--- config.mk ---
export PLATFORM = sky130hd
export DESIGN_NAME = ssd_scan_ctrl_flat
export DESIGN_NICKNAME = d
export VERILOG_FILES = /design/src/rtl/ssd_pkg.sv /design/src/rtl/ssd_scan_ctrl_if.sv /design/src/rtl/ssd_hex_decode.sv /design/src/rtl/ssd_scan_ctrl.sv /design/src/flat_wrapper.sv
export SDC_FILE = /design/constraint.sdc
export NUM_CORES = 1
export LEC_CHECK = 0
export CORE_ASPECT_RATIO = 2
export CORE_UTILIZATION = 50
export CTS_BUF_LIST = sky130_fd_sc_hd__clkbuf_8
export DETAILED_ROUTE_END_ITERATION = 10
export GPL_TIMING_DRIVEN = 1
export PLACE_DENSITY = 0.75
export SLEW_MARGIN = 20
export SYNTH_ARGS = -nofsm -noshare
export SYNTH_HDL_FRONTEND = slang
export SYNTH_SLANG_ARGS = --single-unit
--- constraint.sdc ---
create_clock -name i_clk -period 2.4 [get_ports i_clk]
set_clock_uncertainty 0.05 [all_clocks]
set_input_delay 0.48 -clock i_clk [delete_from_list [all_inputs] [get_ports i_clk]]
set_output_delay 0.48 -clock i_clk [all_outputs]
set_load 0.03 [all_outputs]
--- src/rtl/ssd_pkg.sv ---
// Shared constants, FSM encoding and width helper for the 7-segment scan controller.
package ssd_pkg;

   localparam logic [6:0] SEG_OFF = 7'h7F;
   localparam logic [7:0] AN_OFF  = 8'hFF;

   typedef enum logic {
      ST_BLANK = 1'b0,
      ST_DRIVE = 1'b1
   } state_e;

   // Never returns less than 1 so a single-digit build still gets a real index register.
   function automatic int clog2(input int value);
      int w;
      w = 1;
      for (int i = 1; i < 31; i++) begin
         if ((1 << i) < value) w = i + 1;
      end
      return w;
   endfunction

endpackage

--- src/rtl/ssd_scan_ctrl_if.sv ---
// Value-logic to scan-controller bus. SSD_BRIGHTNESS_EN adds the i_brightness input.
interface ssd_scan_ctrl_if #(
   parameter int NUM_DIGITS = 4
);
   logic [4*NUM_DIGITS-1:0] i_digits;
   logic [NUM_DIGITS-1:0]   i_dp;
   logic [NUM_DIGITS-1:0]   i_digit_en;
   logic                    i_load;
`ifdef SSD_BRIGHTNESS_EN
   logic [3:0]              i_brightness;
`endif
   logic [6:0]              o_seg;
   logic                    o_dp;
   logic [NUM_DIGITS-1:0]   o_an;
   logic                    o_frame_done;

   modport master (
`ifdef SSD_BRIGHTNESS_EN
      output i_brightness,
`endif
      output i_digits, i_dp, i_digit_en, i_load,
      input  o_seg, o_dp, o_an, o_frame_done
   );

   modport slave (
`ifdef SSD_BRIGHTNESS_EN
      input  i_brightness,
`endif
      input  i_digits, i_dp, i_digit_en, i_load,
      output o_seg, o_dp, o_an, o_frame_done
   );
endinterface

--- src/rtl/ssd_hex_decode.sv ---
// Nibble to active-low {g,f,e,d,c,b,a} pattern, full hex set; purely combinational.
module ssd_hex_decode (
   input  logic [3:0] i_nib,
   output logic [6:0] o_seg
);
   always_comb begin
      o_seg = 7'h7F;
      case (i_nib)
         4'h0: o_seg = 7'h40;
         4'h1: o_seg = 7'h79;
         4'h2: o_seg = 7'h24;
         4'h3: o_seg = 7'h30;
         4'h4: o_seg = 7'h19;
         4'h5: o_seg = 7'h12;
         4'h6: o_seg = 7'h02;
         4'h7: o_seg = 7'h78;
         4'h8: o_seg = 7'h00;
         4'h9: o_seg = 7'h10;
         4'hA: o_seg = 7'h08;
         4'hB: o_seg = 7'h03;
         4'hC: o_seg = 7'h46;
         4'hD: o_seg = 7'h21;
         4'hE: o_seg = 7'h06;
         4'hF: o_seg = 7'h0E;
         default: o_seg = 7'h7F;
      endcase
   end
endmodule

--- src/rtl/ssd_scan_ctrl.sv ---
// N-digit common-anode scan controller with double-buffered digit store and per-slot blanking.
// SSD_BRIGHTNESS_EN adds a 4-bit PWM dimmer on the anode drive.
module ssd_scan_ctrl
   import ssd_pkg::*;
#(
   parameter int NUM_DIGITS   = 4,
   parameter int SLOT_CYCLES  = 100000,
   parameter int BLANK_CYCLES = 2000
) (
   input  logic            i_clk,
   input  logic            i_rst,
   ssd_scan_ctrl_if.slave  bus
);
   localparam int CNT_W = clog2(SLOT_CYCLES);
   localparam int IDX_W = clog2(NUM_DIGITS);
   localparam logic [CNT_W-1:0] SLOT_LAST  = CNT_W'(SLOT_CYCLES - 1);
   localparam logic [CNT_W-1:0] BLANK_LAST = CNT_W'(BLANK_CYCLES - 1);
   localparam logic [IDX_W-1:0] IDX_LAST   = IDX_W'(NUM_DIGITS - 1);
   localparam logic [NUM_DIGITS-1:0] AN_ALL_OFF = AN_OFF[NUM_DIGITS-1:0];

   logic [CNT_W-1:0] slot_cnt_q, slot_cnt_d;
   logic [IDX_W-1:0] dig_idx_q, dig_idx_d;
   state_e           state_q, state_d;

   logic [NUM_DIGITS-1:0][3:0] stg_dig_q, stg_dig_d, act_dig_q, act_dig_d;
   logic [NUM_DIGITS-1:0]      stg_dp_q, stg_dp_d, act_dp_q, act_dp_d;
   logic [NUM_DIGITS-1:0]      stg_en_q, stg_en_d, act_en_q, act_en_d;

   logic [NUM_DIGITS-1:0] an_q, an_d;
   logic [6:0]            seg_q, seg_d;
   logic                  dp_q, dp_d;
   logic                  fd_q, fd_d;

   logic       slot_wrap;
   logic       frame_end;
   logic [3:0] cur_nib;
   logic [6:0] cur_seg;
   logic       pwm_on;

   assign slot_wrap = (slot_cnt_q == SLOT_LAST);
   assign frame_end = slot_wrap && (dig_idx_q == IDX_LAST);

`ifdef SSD_BRIGHTNESS_EN
   logic [3:0] pwm_cnt_q, pwm_cnt_d;
   assign pwm_cnt_d = pwm_cnt_q + 4'd1;
   // Full scale must be steady-on, which a plain compare against 15 cannot give.
   assign pwm_on = (bus.i_brightness == 4'hF) || (pwm_cnt_q < bus.i_brightness);

   always_ff @(posedge i_clk or posedge i_rst) begin
      if (i_rst) pwm_cnt_q <= 4'd0;
      else       pwm_cnt_q <= pwm_cnt_d;
   end
`else
   assign pwm_on = 1'b1;
`endif

   // Scan position and buffer swap
   always_comb begin
      slot_cnt_d = slot_wrap ? '0 : slot_cnt_q + CNT_W'(1);
      dig_idx_d  = dig_idx_q;
      if (slot_wrap) dig_idx_d = (dig_idx_q == IDX_LAST) ? '0 : dig_idx_q + IDX_W'(1);

      stg_dig_d = stg_dig_q;
      stg_dp_d  = stg_dp_q;
      stg_en_d  = stg_en_q;
      if (bus.i_load) begin
         stg_dig_d = bus.i_digits;
         stg_dp_d  = bus.i_dp;
         stg_en_d  = bus.i_digit_en;
      end

      act_dig_d = act_dig_q;
      act_dp_d  = act_dp_q;
      act_en_d  = act_en_q;
      if (frame_end) begin
         // A load landing on the boundary cycle bypasses the stage so it is not lost for a frame.
         act_dig_d = bus.i_load ? bus.i_digits   : stg_dig_q;
         act_dp_d  = bus.i_load ? bus.i_dp       : stg_dp_q;
         act_en_d  = bus.i_load ? bus.i_digit_en : stg_en_q;
      end
      fd_d = frame_end;
   end

   always_ff @(posedge i_clk or posedge i_rst) begin
      if (i_rst) state_q <= ST_BLANK;
      else       state_q <= state_d;
   end

   always_comb begin
      state_d = state_q;
      case (state_q)
         ST_BLANK: if (slot_cnt_q == BLANK_LAST) state_d = ST_DRIVE;
         ST_DRIVE: if (slot_wrap) state_d = ST_BLANK;
         default:  state_d = ST_BLANK;
      endcase
   end

   assign cur_nib = act_dig_q[dig_idx_q];

   ssd_hex_decode u_hex (
      .i_nib (cur_nib),
      .o_seg (cur_seg)
   );

   always_comb begin
      an_d  = AN_ALL_OFF;
      seg_d = SEG_OFF;
      dp_d  = 1'b1;
      if (state_q == ST_DRIVE && act_en_q[dig_idx_q]) begin
         an_d[dig_idx_q] = ~pwm_on;
         seg_d = cur_seg;
         dp_d  = ~act_dp_q[dig_idx_q];
      end
   end

   always_ff @(posedge i_clk or posedge i_rst) begin
      if (i_rst) begin
         slot_cnt_q <= '0;
         dig_idx_q  <= '0;
         stg_dig_q  <= '0;
         stg_dp_q   <= '0;
         stg_en_q   <= '0;
         act_dig_q  <= '0;
         act_dp_q   <= '0;
         act_en_q   <= '0;
         an_q       <= AN_ALL_OFF;
         seg_q      <= SEG_OFF;
         dp_q       <= 1'b1;
         fd_q       <= 1'b0;
      end else begin
         slot_cnt_q <= slot_cnt_d;
         dig_idx_q  <= dig_idx_d;
         stg_dig_q  <= stg_dig_d;
         stg_dp_q   <= stg_dp_d;
         stg_en_q   <= stg_en_d;
         act_dig_q  <= act_dig_d;
         act_dp_q   <= act_dp_d;
         act_en_q   <= act_en_d;
         an_q       <= an_d;
         seg_q      <= seg_d;
         dp_q       <= dp_d;
         fd_q       <= fd_d;
      end
   end

   assign bus.o_an         = an_q;
   assign bus.o_seg        = seg_q;
   assign bus.o_dp         = dp_q;
   assign bus.o_frame_done = fd_q;

endmodule

--- src/flat_wrapper.sv ---
// flat-port wrapper written by rule: the top's interface ports become plain ports
module ssd_scan_ctrl_flat import ssd_pkg::*;
#(
   parameter int NUM_DIGITS   = 4,
   parameter int SLOT_CYCLES  = 100000,
   parameter int BLANK_CYCLES = 2000
)
  (i_clk, i_rst, bus_i_digits, bus_i_dp, bus_i_digit_en, bus_i_load, bus_o_seg, bus_o_dp, bus_o_an, bus_o_frame_done);
  ssd_scan_ctrl_if #(.NUM_DIGITS(NUM_DIGITS)) bus_i ();
  input  logic i_clk;
  input  logic i_rst;
  input wire logic [$bits(bus_i.i_digits)-1:0] bus_i_digits;
  input wire logic [$bits(bus_i.i_dp)-1:0] bus_i_dp;
  input wire logic [$bits(bus_i.i_digit_en)-1:0] bus_i_digit_en;
  input wire logic [$bits(bus_i.i_load)-1:0] bus_i_load;
  output wire logic [$bits(bus_i.o_seg)-1:0] bus_o_seg;
  output wire logic [$bits(bus_i.o_dp)-1:0] bus_o_dp;
  output wire logic [$bits(bus_i.o_an)-1:0] bus_o_an;
  output wire logic [$bits(bus_i.o_frame_done)-1:0] bus_o_frame_done;
  assign bus_i.i_digits = bus_i_digits;
  assign bus_i.i_dp = bus_i_dp;
  assign bus_i.i_digit_en = bus_i_digit_en;
  assign bus_i.i_load = bus_i_load;
  assign bus_o_seg = bus_i.o_seg;
  assign bus_o_dp = bus_i.o_dp;
  assign bus_o_an = bus_i.o_an;
  assign bus_o_frame_done = bus_i.o_frame_done;
  ssd_scan_ctrl #(.NUM_DIGITS(NUM_DIGITS), .SLOT_CYCLES(SLOT_CYCLES), .BLANK_CYCLES(BLANK_CYCLES)) u_core (.i_clk(i_clk), .i_rst(i_rst), .bus(bus_i));
endmodule
# After elaboration in Yosys (flattened, before gate mapping)
# Memory sizes are Yosys's and may differ from the RTL's.
# Cells that the tools add are included.
dict set report word_totals {
  n_memories 1
  ram_bits 0
  in_bits 27
  latch_bits 0
  reg_bits 81
  rom_bits 112
}
dict set report classes {
  reduce_logical 3
  order_cmp 2
  div 0
  bitwise_logic 3
  n_eq_ne 3
  n_mux 19
  n_addsub 2
  shift 0
  mul 0
}
# memory depth width read_ports rd_ports_with_merged_regs write_ports line
set memory_table {}
lappend memory_table {{(no name shown)} 16 7 1 0 0 ssd_hex_decode.sv:8} ;# case (i_nib)
# op n
set op_table {}
lappend op_table {{$add 17x1->17 const B} 1}
lappend op_table {{$eq 17x11->1 const B} 1}
lappend op_table {{$eq 17x17->1 const B} 1}
lappend op_table {{$mux 17} 1}
lappend op_table {{$mux 16} 1}
lappend op_table {{$mux 4} 4}
lappend op_table {{$bmux 4 s2} 1}
lappend op_table {{$mux 7} 1}
lappend op_table {{$mux 1} 6}
lappend op_table {{$bmux 1 s2} 2}
lappend op_table {{$not 4->4} 1}
lappend op_table {{$logic_and 1x1->1} 3}
lappend op_table {{$lt 2x3->1 const B} 1}
lappend op_table {{$add 2x1->2 const B} 1}
lappend op_table {{$demux 1 s2} 1}
lappend op_table {{$eq 2x2->1 const B} 1}
lappend op_table {{$ge 2x1->1 const B} 1}
lappend op_table {{$mux 2} 1}
lappend op_table {{$not 1->1} 2}
lappend op_table {{$pmux 1 s2} 1}

# Longest topological paths before layout
# Gate-level depths: netlist of run 1.
dict set report logic_depth {
  ltp_word 6
  mapped_depth 7
  mapped_depth_nobuf 6
}

# Modules after synthesis
# From an unflattened synthesis of run 1, not the netlist that was laid out.
dict set report unflattened {
  hier_cells 265
  area_unflattened_um2 3622.2
}
# module cells_each area_per_inst_um2 n_inst seq_area_each_um2
set by_module_without_submodules {}
lappend by_module_without_submodules {ssd_scan_ctrl 233 3347.0 1 2042.0}
lappend by_module_without_submodules {ssd_hex_decode 32 275.3 1 0.0}

# Least setup slack after synthesis of run 1
# OpenSTA, ideal clock, no wires.
dict set report synth_path {
  path_type {reg-to-reg}
  startpoint {register u_core.slot_cnt_q[12]}
  endpoint {register u_core.act_dig_q[12] (netlist bit)}
  synth_period_minus_slack_ns 2.235
  t_arrival_ns 2.060
  setup_time_ns 0.125
  path_stages_with_launch 6
  setup_slack_ns 0.165
  required_time_ns 2.225
  path_buffers 1
  path_cell_list {dfrtp_1 or3_1 or4b_4 nor3_4 buf_6 mux2_2}
}
dict set report synth_via {
  elab_chain_cells 2
}
# item line
set synth_rtl {}
lappend synth_rtl {{start, declared} ssd_scan_ctrl.sv:21} ;# logic [CNT_W-1:0] slot_cnt_q, slot_cnt_d;
lappend synth_rtl {{start signal, assigned} ssd_scan_ctrl.sv:131} ;# slot_cnt_q <= slot_cnt_d;
lappend synth_rtl {{$eq 17x17->1} ssd_scan_ctrl.sv:40} ;# assign slot_wrap = (slot_cnt_q == SLOT_LAST);
lappend synth_rtl {{$logic_and 1x1->1} ssd_scan_ctrl.sv:41} ;# assign frame_end = slot_wrap && (dig_idx_q == IDX_LAST);
lappend synth_rtl {{end signal, assigned} ssd_scan_ctrl.sv:136} ;# act_dig_q <= act_dig_d;
lappend synth_rtl {{end, declared} ssd_scan_ctrl.sv:25} ;# logic [NUM_DIGITS-1:0][3:0] stg_dig_q, stg_dig_d, act_dig_q, act_dig_d;
# No other way between the ends.
# A chain may end at the register's enable or synchronous reset.

# Final worst setup path of run 1
dict set report layout_path {
  startpoint {register u_core.dig_idx_q[0]}
  endpoint {register u_core.seg_q[3], in the netlist u_core.bus.o_seg[3]}
}
dict set report layout_via {
  elab_chain_cells 4
  elab_cells_between_ends 7
}
# item line
set layout_rtl {}
lappend layout_rtl {{start, declared} ssd_scan_ctrl.sv:22} ;# logic [IDX_W-1:0] dig_idx_q, dig_idx_d;
lappend layout_rtl {{start signal, assigned} ssd_scan_ctrl.sv:132} ;# dig_idx_q <= dig_idx_d;
lappend layout_rtl {{$bmux 4 s2 / $bmux 1 s2 (equally long branches)} {ssd_scan_ctrl.sv:98, ssd_scan_ctrl.sv:109}}
lappend layout_rtl {{$mux 4 (not written as such) / $mux 1 (equally long branches)} {ssd_scan_ctrl.sv:98, ssd_scan_ctrl.sv:109}}
lappend layout_rtl {{$mem_v2 16x7 / $logic_and 1x1->1 (equally long branches)} -}
lappend layout_rtl {{$mux 7 (*)} ssd_scan_ctrl.sv:109} ;# if (state_q == ST_DRIVE && act_en_q[dig_idx_q]) begin
lappend layout_rtl {{net u_core.seg_d[3]} ssd_scan_ctrl.sv:30} ;# logic [6:0] seg_q, seg_d;
lappend layout_rtl {{end signal, assigned} ssd_scan_ctrl.sv:140} ;# seg_q <= seg_d;
lappend layout_rtl {{end, declared} ssd_scan_ctrl.sv:30}
# The timed path passes the listed nets; every way through them passes the cells marked *. The select of a mux whose other input is x is not followed.

==> flow_summary.toml, run 1 <==
[run_status]
status = "complete, no violations"

[layout]
drive_above_1_share = 0.296
final_common_cell = "dfrtp_1"
mostFrequentLayoutCells = "dfrtp_1, mux2_2, clkdlybuf4s50_1"
area_growth_pct = 20.7
fin_nets = 340
num_antenna_cells = 0

[logic_synthesis]
synth_cells = 258
ys_types = 36
synth_seq_area_share = 0.578
synth_fp_nets = 296
synth-seq-cells = 81
synth_area_per_cell_um2 = 13.7
ys_warn_count = 0
netlist_area_um2 = 3530

[route]
vias = 2125
ant_nets = 0
routed_wl_um = 6460
avgRoutedWirePerCell_um = 16.3
drc = 0
firstDrtPassIters = 4
drt_iter0_drc = 97
drt-vias-per-instance = 5.35

[clocking]
path_clk_slew_ns = 0.08
htreeDepth = 3
cts_root_buffer = "clkbuf_8"
postCtsHoldBufs = 0
cts_tree = "yes"
cts.repair.resized = 0
cts_made_buffers = 9
clk_path_buf_depth = 2
cts_setup_buffers = 0
clk_latency_ns = 0.36
cts.sinks = 81

[placement]
portBuffers = 39
place_hpwl_um = 4400
place_congestion = 0.874

[floorplanning]
io_pins = 40
rows = 43
core-area_um2 = 6890
dieArea_um2 = 7430
start_util = 0.513
die_y_um = 121
die_x_um = 61.4

[timing]
hold_violations = 0
final.setup.tns_ns = 0
min_period_over_period = 0.927
rsz0062_at_grt = "false"
setup_violations = 0
slew_headroom = 0.668
max_freq_mhz = 450
tightest_slew_ns = 0.498
final_max_slew_viol_count = 0
fin_crit_ns = 2.22

[worst_setup_path]
cp-startpoint = "u_core.dig_idx_q[0]"
path_max_fanout = 8
start_kind = "register"
timing.rr.start = "u_core.dig_idx_q[0]"
cp-end-kind = "register"
reg2reg_slack_ns = 0.18
crit_type = "register to register"
cp.arrival_ns = 2.46
critical_path_required_ns = 2.64

[grt]
grt-ovfl-total = 0
grt.total_usage = 0.199
grt_start_max_net_pins = 82
antenna_found_initial = 0
grt_pass1_vias = 2266
grt_pass1_wl_um = 10500

[run]
max_cap_violations = 0

[hold_path]
worstHoldStart = "u_core.slot_cnt_q[12]"
hp-class = "register to register"

[pwr]
ir_drop_uv = 425
power.leakage_nw = 1.87
power_mw = 2.58
power_density_nw_per_um2 = 604
worst max-delay path: stages (launching register included):
cell and delay, ns:
dfrtp_1 0.59, mux4_2 0.66, inv_1 0.16, ha_1 0.28, mux2i_1 0.10, and3_1 0.18, a31oi_1 0.13
kinds of logic after synthesis:
logic type / share of synthesized area
compound gates: 0.0283
xor+xnor: 0.0322
fa+ha+maj: 0.0390
buf+inv: 0.0280
flops: 0.578
mux: 0.206
simple gates: 0.0885
layer usage:
metal | vias up | part of all wire | track usage
met2 | 43 | 0.55 | 0.332
li1 | 991 | - | -
met5 | - | 0 | 0
met4 | 0 | 0.024 | 0.107
met1 | 1076 | 0.39 | 0.218
met3 | 15 | 0.031 | 0.0586
worst paths after layout:
kind	cells after the start	to
setup / recovery	6	u_core.bus.o_seg[3]
hold / removal	1	u_core.slot_cnt_q[12]
setup reg to reg	6	u_core.bus.o_seg[3]
hold reg to reg	1	u_core.slot_cnt_q[12]
max in group asynchronous	3	u_core.bus.o_an[1]
min in group asynchronous	3	u_core.stg_dp_q[2]
power by group:
part / switching [mW] / internal [mW]
Sequential: 0.00842 / 1.40
Combinational: 0.0624 / 0.0806
Clock: 0.463 / 0.557
through the flow:
stage	cells	setup slack, ns	hold slack (ns)	utilization	area, um2
after floorplan	258	0.165	0.400	-	3540
after global routing	397	0.0807	0.447	0.619	4270
after CTS	397	0.170	0.434	0.619	4270
final	397	0.176	0.432	0.619	4270
after detailed placement	381	0.180	0.422	0.589	4060
after global placement	381	0.220	0.419	0.589	4060
layout make-up:
cell class	instances	area (um2)
Fill cell	593	2620
Sequential cell	81	2040
Multi-Input combinational cell	155	1390
Timing Repair Buffer	44	465
Clock buffer	12	165
Tap cell	90	113
Inverter	11	45.0
Clock inverter	4	42.5
cell usage after synthesis:
library cell / count / share of area
o21ai_0: 4 / 0.0057
inv_1: 11 / 0.012
a31oi_1: 1 / 0.0018
xor2_1: 9 / 0.022
or3_1: 2 / 0.0035
nand2b_1: 2 / 0.0035
o221ai_1: 4 / 0.0099
mux2_2: 50 / 0.16
and2_1: 3 / 0.0053
dfstp_2: 12 / 0.089
o22ai_1: 1 / 0.0018
a21oi_1: 5 / 0.0071
and3b_1: 1 / 0.0025
clkbuf_1: 8 / 0.0085
nand3_1: 9 / 0.013
nor3_1: 2 / 0.0028
nand3b_1: 1 / 0.0021
or2_2: 1 / 0.0018
ha_1: 11 / 0.039
nor3_4: 1 / 0.0046
buf_6: 2 / 0.0064
nor2b_1: 2 / 0.0035
nor2_1: 12 / 0.013
xnor2_1: 4 / 0.0099
nand2_1: 9 / 0.0096
nor4bb_1: 1 / 0.0028
or4_1: 1 / 0.0021
mux2i_1: 3 / 0.0085
nand4_1: 3 / 0.0053
dfrtp_1: 69 / 0.49
and3_1: 4 / 0.0071
o211ai_1: 1 / 0.0021
and4_1: 1 / 0.0025
or4b_4: 1 / 0.0039
mux4_2: 6 / 0.038
buf_2: 1 / 0.0014
flip-flops by register name, summed over array words and instances, names as in the netlist:
name / cells
u_core.stg_dp_q: 4
u_core.act_en_q: 4
u_core.bus.o_frame_done: 1
u_core.act_dig_q: 16
u_core.bus.o_dp: 1
u_core.slot_cnt_q: 17
u_core.state_q: 1
u_core.bus.o_seg: 7
u_core.stg_dig_q: 16
u_core.act_dp_q: 4
u_core.stg_en_q: 4
u_core.bus.o_an: 4
u_core.dig_idx_q: 2
Note: power is estimated with default switching activity, not from simulation.
==> inputs of run 2 (changes only) <==
CTS_CLUSTER_SIZE = 28   (was not set)
==> results of run 2 <==
No change in the layout: final DEF, timing and power equal those of run 1.
